File: config.mk
export PLATFORM = sky130hd
export DESIGN_NAME = display_driver
export DESIGN_NICKNAME = d
export VERILOG_FILES = /design/src/rtl/display_driver_pkg.sv /design/src/rtl/display_driver_seg7_decode.sv /design/src/rtl/display_driver.sv
export SDC_FILE = /design/constraint.sdc
export NUM_CORES = 1
export LEC_CHECK = 0
export CAP_MARGIN = 20
export CORE_ASPECT_RATIO = 0.6
export CORE_UTILIZATION = 56
export CTS_CLUSTER_SIZE = 25
export DETAILED_ROUTE_END_ITERATION = 12
export GPL_ROUTABILITY_DRIVEN = 0
export PLACE_DENSITY = 0.81
export SYNTH_ARGS = -nofsm -noshare
export SYNTH_HDL_FRONTEND = slang
export SYNTH_SLANG_ARGS = --single-unit
File: constraint.sdc
create_clock -name clk -period 2.6 [get_ports clk]
set_input_delay 0.52 -clock clk [delete_from_list [all_inputs] [get_ports clk]]
set_output_delay 0.52 -clock clk [all_outputs]
set_load 0.005 [all_outputs]
File: src/rtl/display_driver_pkg.sv
// Shared types, segment constants and arithmetic helpers for the
// multiplexed 4-digit decimal display driver.
package display_pkg;

    typedef enum logic [1:0] {
        ST_IDLE    = 2'd0,
        ST_CONVERT = 2'd1,
        ST_UPDATE  = 2'd2
    } state_e;

    localparam logic [6:0] SEG_0     = 7'h3F;
    localparam logic [6:0] SEG_1     = 7'h06;
    localparam logic [6:0] SEG_2     = 7'h5B;
    localparam logic [6:0] SEG_3     = 7'h4F;
    localparam logic [6:0] SEG_4     = 7'h66;
    localparam logic [6:0] SEG_5     = 7'h6D;
    localparam logic [6:0] SEG_6     = 7'h7D;
    localparam logic [6:0] SEG_7     = 7'h07;
    localparam logic [6:0] SEG_8     = 7'h7F;
    localparam logic [6:0] SEG_9     = 7'h6F;
    localparam logic [6:0] SEG_BLANK = 7'h00;
    localparam logic [6:0] SEG_MINUS = 7'h40;

    // Unsigned magnitude; 0x80 in signed mode stays 0x80 and reads as 128.
    function automatic logic [7:0] magnitude(input logic [7:0] v, input logic sm);
        if (sm && v[7]) begin
            return ~v + 8'd1;
        end else begin
            return v;
        end
    endfunction

    // One double-dabble step on {hundreds, tens, ones, binary}.
    function automatic logic [19:0] dd_step(input logic [19:0] v);
        logic [19:0] a;
        a = v;
        for (int i = 0; i < 3; i++) begin
            if (a[8 + 4*i +: 4] >= 4'd5) begin
                a[8 + 4*i +: 4] = a[8 + 4*i +: 4] + 4'd3;
            end else begin
                a[8 + 4*i +: 4] = a[8 + 4*i +: 4];
            end
        end
        return {a[18:0], 1'b0};
    endfunction

endpackage

File: src/rtl/display_driver_seg7_decode.sv
// Combinational BCD digit to active-high seven-segment pattern, with a
// blank override used for leading-zero suppression.
module seg7_decode
    import display_pkg::*;
(
    input  logic [3:0] digit_i,
    input  logic       blank_i,
    output logic [6:0] seg_o
);

    // Digit lookup; out-of-range codes show blank.
    always_comb begin
        seg_o = SEG_BLANK;
        if (blank_i) begin
            seg_o = SEG_BLANK;
        end else begin
            case (digit_i)
                4'd0:    seg_o = SEG_0;
                4'd1:    seg_o = SEG_1;
                4'd2:    seg_o = SEG_2;
                4'd3:    seg_o = SEG_3;
                4'd4:    seg_o = SEG_4;
                4'd5:    seg_o = SEG_5;
                4'd6:    seg_o = SEG_6;
                4'd7:    seg_o = SEG_7;
                4'd8:    seg_o = SEG_8;
                4'd9:    seg_o = SEG_9;
                default: seg_o = SEG_BLANK;
            endcase
        end
    end

endmodule

File: src/rtl/display_driver.sv
// Captures an 8-bit value, converts it to sign + 3 BCD digits over 9 cycles
// and drives a time-multiplexed 4-digit seven-segment display.
module display_driver
    import display_pkg::*;
#(
    parameter int REFRESH_DIV = 1024
) (
    input  logic       clk,
    input  logic       rst,
    input  logic       oi,
    input  logic [7:0] data_i,
    input  logic       signed_mode,
    output logic [6:0] seg,
    output logic [3:0] digit_en,
    output logic       busy
);

    localparam int CNT_W = $clog2(REFRESH_DIV);
    localparam logic [CNT_W-1:0] CNT_MAX = CNT_W'(REFRESH_DIV - 1);

    state_e      state_q;
    logic [2:0]  step_q;
    logic [19:0] conv_q;
    logic        conv_sign_q;
    logic        pend_valid_q;
    logic [7:0]  pend_data_q;
    logic        pend_signed_q;
    logic        busy_q;
    logic [3:0]  hund_q, tens_q, ones_q;
    logic        sign_q;

    logic [3:0]  hund_s, tens_s, ones_s;
    logic        sign_s;
    logic [7:0]  src_data_s;
    logic        src_signed_s;
    logic [19:0] start_conv_s;
    logic        start_neg_s;

    logic [CNT_W-1:0] cnt_q, cnt_d;
    logic [1:0]  idx_q, idx_d;
    logic [3:0]  digit_en_q, digit_en_d;
    logic [6:0]  seg_q, seg_d;
    logic [3:0]  dec_digit_s;
    logic        dec_blank_s;
    logic [6:0]  dec_seg_s;

    // Displayed value as it will be after this edge, so seg follows an update at once.
    always_comb begin
        if (state_q == ST_UPDATE) begin
            hund_s = conv_q[19:16];
            tens_s = conv_q[15:12];
            ones_s = conv_q[11:8];
            sign_s = conv_sign_q;
        end else begin
            hund_s = hund_q;
            tens_s = tens_q;
            ones_s = ones_q;
            sign_s = sign_q;
        end
    end

    // A fresh strobe always beats the pending slot (last write wins).
    always_comb begin
        if (oi) begin
            src_data_s   = data_i;
            src_signed_s = signed_mode;
        end else begin
            src_data_s   = pend_data_q;
            src_signed_s = pend_signed_q;
        end
        start_conv_s = {12'd0, magnitude(src_data_s, src_signed_s)};
        start_neg_s  = src_signed_s & src_data_s[7];
    end

    // Conversion sequencer, pending slot and displayed-value registers.
    always_ff @(posedge clk or posedge rst) begin
        if (rst) begin
            state_q       <= ST_IDLE;
            step_q        <= 3'd0;
            conv_q        <= 20'd0;
            conv_sign_q   <= 1'b0;
            pend_valid_q  <= 1'b0;
            pend_data_q   <= 8'd0;
            pend_signed_q <= 1'b0;
            busy_q        <= 1'b0;
            hund_q        <= 4'd0;
            tens_q        <= 4'd0;
            ones_q        <= 4'd0;
            sign_q        <= 1'b0;
        end else begin
            hund_q <= hund_s;
            tens_q <= tens_s;
            ones_q <= ones_s;
            sign_q <= sign_s;
            case (state_q)
                ST_IDLE: begin
                    if (oi) begin
                        state_q     <= ST_CONVERT;
                        step_q      <= 3'd0;
                        conv_q      <= start_conv_s;
                        conv_sign_q <= start_neg_s;
                        busy_q      <= 1'b1;
                    end else begin
                        busy_q      <= pend_valid_q;
                    end
                end
                ST_CONVERT: begin
                    conv_q <= dd_step(conv_q);
                    step_q <= step_q + 3'd1;
                    busy_q <= 1'b1;
                    if (oi) begin
                        pend_valid_q  <= 1'b1;
                        pend_data_q   <= data_i;
                        pend_signed_q <= signed_mode;
                    end else begin
                        pend_valid_q  <= pend_valid_q;
                    end
                    if (step_q == 3'd7) begin
                        state_q <= ST_UPDATE;
                    end else begin
                        state_q <= ST_CONVERT;
                    end
                end
                ST_UPDATE: begin
                    if (oi || pend_valid_q) begin
                        state_q      <= ST_CONVERT;
                        step_q       <= 3'd0;
                        conv_q       <= start_conv_s;
                        conv_sign_q  <= start_neg_s;
                        pend_valid_q <= 1'b0;
                        busy_q       <= 1'b1;
                    end else begin
                        state_q      <= ST_IDLE;
                        busy_q       <= 1'b0;
                    end
                end
                default: begin
                    state_q      <= ST_IDLE;
                    pend_valid_q <= 1'b0;
                    busy_q       <= 1'b0;
                end
            endcase
        end
    end

    // Refresh timing and selection of the digit to be shown after this edge.
    always_comb begin
        if (cnt_q == CNT_MAX) begin
            cnt_d = '0;
            idx_d = idx_q + 2'd1;
        end else begin
            cnt_d = cnt_q + CNT_W'(1);
            idx_d = idx_q;
        end
        digit_en_d = 4'b0001 << idx_d;
        case (idx_d)
            2'd0: begin
                dec_digit_s = ones_s;
                dec_blank_s = 1'b0;
            end
            2'd1: begin
                dec_digit_s = tens_s;
                dec_blank_s = (hund_s == 4'd0) && (tens_s == 4'd0);
            end
            2'd2: begin
                dec_digit_s = hund_s;
                dec_blank_s = (hund_s == 4'd0);
            end
            default: begin
                dec_digit_s = 4'd0;
                dec_blank_s = 1'b1;
            end
        endcase
        if (idx_d == 2'd3) begin
            seg_d = sign_s ? SEG_MINUS : SEG_BLANK;
        end else begin
            seg_d = dec_seg_s;
        end
    end

    seg7_decode u_seg7_decode (
        .digit_i (dec_digit_s),
        .blank_i (dec_blank_s),
        .seg_o   (dec_seg_s)
    );

    // Refresh counter and the registered digit select / segment outputs.
    always_ff @(posedge clk or posedge rst) begin
        if (rst) begin
            cnt_q      <= '0;
            idx_q      <= 2'd0;
            digit_en_q <= 4'b0001;
            seg_q      <= SEG_0;
        end else begin
            cnt_q      <= cnt_d;
            idx_q      <= idx_d;
            digit_en_q <= digit_en_d;
            seg_q      <= seg_d;
        end
    end

    assign seg      = seg_q;
    assign digit_en = digit_en_q;
    assign busy     = busy_q;

endmodule

==> flow_summary.yaml, run 1 <==
status:
  status: "finished clean"
power:
  cellPowerDensity_nw_per_um2: 1110
  peakVddDrop_v: 0.000623
  power_uw: 5000
  leakage_uw: 0.00206
die:
  die_h_um: 66.0
  die_x_um: 109
  start_util: 0.601
  num_rows: 22
  core_um2: 6360
  io_pins: 24
  dieArea_um2: 7170
grt:
  grt_pass1_vias: 2774
  grt_first_pass_wirelength_um: 13600
  gr-total-overflow: 0
  grt_max_degree: 56
  grt_util_all_layers: 0.252
  antenna_found_initial: 0
min_path:
  whs_path_depth: 2
  holdPathEnd: "pend_data_q[7]$_DFFE_PP0P_"
  hold_class: "reg2reg"
  min-delay-start: "pend_data_q[7]$_DFFE_PP0P_"
setup_path:
  worst_r2r_path_depth: 10
  required_ns: 2.83
  critPathLaunchType: "flop"
  reg2reg_to: "seg[3]$_DFF_PP1_"
  cp.arrival_ns: 2.72
  reg2reg_setup_slack_ns: 0.11
  crit_fanout: 5
  path_class: "reg2reg"
  r2r-start: "cnt_q[0]$_DFF_PP0_"
  end_kind: "flop"
  cp-startpoint: "cnt_q[0]$_DFF_PP0_"
clocking:
  clk-insertion-delay-late_ns: 0.33
  cts.root.buffer_cell: "clkbuf_16"
  tritoncts: "done"
  postCtsSetupBuffers: 0
  cts_buffers: 9
  clk_pin_slew_worst_paths_ns: 0.06
  cts.sinks: 73
  max-clock-path-buffers: 2
  cts_hold_buffers: 0
  ctsHtreeMaxLevel: 3
sta:
  tightest_slew_ns: 0.806
  relSlewSlack: 0.461
  hold_viol: 0
  worst_slack_ns: 0.110
  slew_violations: 0
  fin_skew_ns: 0.00644
  setup-tns-final_ns: 0
  setup_viol: 0
  min_period_ns: 2.49
  max_freq_ghz: 0.402
  fin_crit_sh: 0.958
detailed_routing:
  firstDrtPassIters: 6
  wire_per_inst_um: 16.3
  viasPerCell: 5.93
  vias: 2892
  drtIter0Drc: 267
  drc: 0
  wl_um: 7960
  ant_nets: 0
place:
  dp.cells: 472
  dp_hpwl_um: 5470
  dpl-instance-area_um2: 4170
  numPortBuffers: 23
  dp_slack_ns: 0.00478
synthesis:
  ys_warn_count: 0
  ys.flop_type: "dfrtp_1"
  ys_seq_area_frac: 0.480
  synth_edf_count: 0
  netlist_area_um2: 3820
  syn_inst: 369
  ys_ff_latch: 73
  synth.distinct_cells: 56
  syn_area_per_cell_um2: 10.4
  async_flop_share: 1.00
  syn-num-nets: 394
finish:
  area_growth_pct: 17.6
  layout_commonest_cell: "dfrtp_1"
  design_area_um2: 4490
  layout_common_cells: "66 x dfrtp_1, 28 x nand2_1, 27 x nor2_1, 26 x o21ai_0, 23 x clkdlybuf4s50_1"
  nNetsFinal: 424
  fillers: 446
  drive_above_1_share: 0.168
  final_cells: 488
  diodes: 0
job:
  cap_violations: 0
==> routing by layer <==
layer | GRT usage | part of all wire
met1 | 0.365 | 0.49
met2 | 0.373 | 0.43
met3 | 0.0798 | 0.070
met4 | 0.0473 | 0.0095
met5 | 0 | 0
==> cell families after synthesis <==
group | Yosys count | synth area share
and+or+nand+nor | 118 | 0.157
AOI/OAI and AO/OA | 80 | 0.141
DFF | 73 | 0.480
buffers and inverters | 35 | 0.0445
muxes | 31 | 0.0903
xor gates and xnor gates | 18 | 0.0412
adders and majority gates | 14 | 0.0452
==> sequential cells by signal, indices dropped and copies added, names as in the netlist, 4 cells and up <==
register and cells:
digit_en 4, pend_data_q 8, tens_q 4, cnt_q 10
ones_q 4, conv_q 20, hund_q 4, seg 7
==> cells in the mapped netlist (7+ instances only) <==
master | n | share of area
clkbuf_1 | 9 | 0.0088
dfrtp_1 | 66 | 0.43
dfstp_2 | 7 | 0.048
mux2i_1 | 14 | 0.037
nand2_1 | 28 | 0.027
xnor2_1 | 9 | 0.021
nand3_1 | 15 | 0.020
a21oi_1 | 20 | 0.026
o21ai_0 | 26 | 0.034
nor2_1 | 27 | 0.027
nor3_1 | 8 | 0.010
xor2_1 | 9 | 0.021
inv_1 | 19 | 0.019
ha_1 | 13 | 0.043
nand2b_1 | 8 | 0.013
mux2_2 | 15 | 0.044
==> layout make-up <==
type	instances	area (um2)	area share
Clock buffer	11	233	0.0518
Clock inverter	5	56.3	0.0125
Inverter	19	71.3	0.0159
Multi-Input combinational cell	261	1850	0.411
Sequential cell	73	1840	0.408
Tap cell	84	105	0.0234
Timing Repair Buffer	35	345	0.0768
==> what timing repair did <==
item                       4_1_cts  5_1_grt
resized for setup                2        7
hold endpoints to repair         0        0
setup endpoints to repair        3        7
==> stage by stage <==
stage | hold slack, ns | util
floorplan | 0.442 | -
global placement | 0.459 | 0.656
detailed placement | 0.472 | 0.656
CTS | 0.485 | 0.702
global route | 0.514 | 0.707
finish | 0.490 | 0.707
==> critical path: stages, from the launching register on <==
cell     delay [ns]
dfrtp_1        0.39
ha_2           0.21
and3_4         0.22
and4_4         0.28
nand2_1        0.12
or3_1          0.37
nand3_2        0.13
inv_1          0.09
ha_1           0.31
nor2_1         0.05
nor4_1         0.21
==> where the power goes <==
part           internal [uW]  leakage [uW]  switching, uW
Clock                    741      0.000139            456
Combinational            876       0.00102           1080
Sequential              1580      0.000898            271
Total                   3200       0.00206           1810
==> worst max path at each step <==
stage                            end  slack (ns)  cells after the start
2_1_floorplan         busy$_DFF_PP0_        0.24                      1
3_3_place_gp   conv_q[6]$_DFFE_PP0P_         0.1                      9
3_5_place_dp        seg[0]$_DFF_PP1_       0.005                      9
4_1_cts             seg[1]$_DFF_PP1_        0.02                     10
5_1_grt             seg[1]$_DFF_PP1_      -0.002                     10
6_report            seg[3]$_DFF_PP1_        0.11                     10
No activity file was read; power rests on OpenSTA's default activity.
==> run 2: changes to the inputs <==
--- a/config.mk
+++ b/config.mk
@@ -7,11 +7,12 @@
 export LEC_CHECK = 0
 export CAP_MARGIN = 20
 export CORE_ASPECT_RATIO = 0.6
-export CORE_UTILIZATION = 56
+export CORE_UTILIZATION = 53
 export CTS_CLUSTER_SIZE = 25
 export DETAILED_ROUTE_END_ITERATION = 12
 export GPL_ROUTABILITY_DRIVEN = 0
-export PLACE_DENSITY = 0.81
+export PLACE_DENSITY = 0.77
 export SYNTH_ARGS = -nofsm -noshare
 export SYNTH_HDL_FRONTEND = slang
 export SYNTH_SLANG_ARGS = --single-unit
+export TNS_END_PERCENT = 30
==> run 2 against run 1 <==
Flip-flop and latch count is the same; highest routed layer unchanged; fmax rose by 0.97%; count of clock-buffer cells in the layout is 3 higher.
==> flow_summary.yaml, run 2 (synthesis gave the netlist of run 1 again) <==
status:
  status: "finished clean"
setup_path:
  crit_top_cell: "ha_1"
  critPathLaunchType: "flop"
  end_kind: "flop"
  critPathMaxStageDelay_ns: 0.39
  required_ns: 2.87
  cp-startpoint: "cnt_q[0]$_DFF_PP0_"
  worst_r2r_path_depth: 10
  path_class: "reg2reg"
  cp_top_family: "simple AND/OR/NAND/NOR gates"
  worstPathCellList: "ha_1, and3_4, and4_2, nand2_1, or3_1, nand3_2, inv_1, ha_1, a21o_1, a21oi_1"
  cp.arrival_ns: 2.73
  cp.depth: 10
  reg2reg_setup_slack_ns: 0.13
  r2r-start: "cnt_q[0]$_DFF_PP0_"
  crit_end: "seg[1]$_DFF_PP1_"
  crit_fanout: 5
  crit_slowest_cell: "dfrtp_1"
  crit_buf_inv: 1
  reg2reg_to: "seg[1]$_DFF_PP1_"
place:
  dp_hpwl_um: 5750
  numPortBuffers: 23
sta:
  setup-tns-final_ns: 0
  tightest_slew_ns: 0.829
  hold_viol: 0
  slew_violations: 0
  min_period_ns: 2.47
  max_freq_ghz: 0.405
  fin_crit_sh: 0.949
  rsz0062_at_grt: "false"
  relSlewSlack: 0.446
  hold_ws_ns: 0.490
  fin_skew_ns: 0.00766
  setup_viol: 0
power:
  cellPowerDensity_nw_per_um2: 1140
  peakVddDrop_v: 0.000623
  leakage_uw: 0.00209
die:
  die_x_um: 112
  core_um2: 6820
  dieArea_um2: 7570
  num_rows: 23
  start_util: 0.560
  io_pins: 24
  die_h_um: 67.8
clocking:
  cts_hold_buffers: 0
  clk-insertion-delay-late_ns: 0.34
  ctsHtreeMaxLevel: 3
  cts.root.buffer_cell: "clkbuf_16"
  tritoncts: "done"
  clk_pin_slew_worst_paths_ns: 0.05
  cts.sinks: 73
  cts_buffers: 9
  max-clock-path-buffers: 2
grt:
  gr-total-overflow: 0
  top_usage_layer: "met2"
  use_met2: 0.350
  gr-usage-met1: 0.328
  antenna_found_initial: 0
  grtUsageMet3: 0.0799
  grt_util_all_layers: 0.238
  grt_pass1_vias: 2694
  grt_first_pass_wirelength_um: 13400
  grt_max_degree: 56
detailed_routing:
  vias: 2866
  wire_per_inst_um: 16.5
  drtIter0Drc: 265
  firstDrtPassIters: 5
  wl_um: 8150
  ant_nets: 0
  viasPerCell: 5.79
  drc: 0
min_path:
  hold_class: "reg2reg"
job:
  cap_violations: 0
finish:
  diodes: 0
  finish.utilization: 0.669
  largest_register_ffs: 20
  layout_commonest_cell: "dfrtp_1"
  layout_common_cells: "66 x dfrtp_1, 28 x nand2_1, 27 x nor2_1, 26 x o21ai_0, 23 x clkdlybuf4s50_1"
  drive_above_1_share: 0.179
  area_growth_pct: 19.4
  top_register: "conv_q"
  nNetsFinal: 428
  reg_top3: "conv_q: 20 flops, cnt_q: 10 flops, pend_data_q: 8 flops"
run 2: final cells by class:
cell class / instances / area (um2)
inverters: 19 / 71.3
flip-flops and latches: 73 / 1840
clock inverters: 2 / 60.1
repair buffers: 39 / 363
clock buffers: 14 / 274
multi-input cells: 261 / 1850
well taps: 87 / 109
fillers: 510 / 2260
run 2: per-stage QoR:
step / total power, uW / worst slack (ns) / cells / cell area (um2)
finish: 5210 / 0.134 / 495 / 4560
global route: 5570 / 0.00546 / 495 / 4560
floorplan: 3210 / 0.238 / 369 / 3820
global placement: 3680 / 0.0782 / 479 / 4200
detailed placement: 3800 / 0.00140 / 479 / 4200
CTS: 5190 / 0.0202 / 495 / 4530
run 2: worst min-delay path by stage:
stage                                 endpoint                       start  slack (ns)  cells after the start
floorplan           pend_data_q[7]$_DFFE_PP0P_  pend_data_q[7]$_DFFE_PP0P_        0.44                      2
global placement            cnt_q[0]$_DFF_PP0_          cnt_q[0]$_DFF_PP0_        0.46                      1
detailed placement          cnt_q[0]$_DFF_PP0_          cnt_q[0]$_DFF_PP0_        0.48                      1
CTS                         cnt_q[0]$_DFF_PP0_          cnt_q[0]$_DFF_PP0_        0.48                      1
global route                cnt_q[0]$_DFF_PP0_          cnt_q[0]$_DFF_PP0_        0.51                      1
finish                      cnt_q[0]$_DFF_PP0_          cnt_q[0]$_DFF_PP0_        0.49                      1
run 2: metal layers:
metal	wire length (um)	vias up
met3	451	10
met4	85	0
met2	3570	72
met5	0	-
met1	4050	1406
li1	-	1378
run 2: worst register-to-register path: cells and delay by family, from the launching register on:
family                     cells  cell delay [ns]
AOI/OAI and AO/OA              2             0.29
DFF                            1             0.39
and+or+nand+nor                5             1.13
buffers and inverters          1             0.09
adders and majority gates      2             0.50
run 2: power by group:
| part | internal (uW) | switching, uW | total (uW) | leakage [uW] |
|---|---|---|---|---|
| sequential | 1580 | 289 | 1870 | 0.000898 |
| clock | 919 | 452 | 1370 | 0.000163 |
| combinational | 896 | 1080 | 1970 | 0.00103 |
run 2: timing repair:
action | 4_1_cts | 5_1_grt
endpoints found under the setup margin | 0 | 7
resized for setup | 0 | 9
setup buffers | 0 | 0
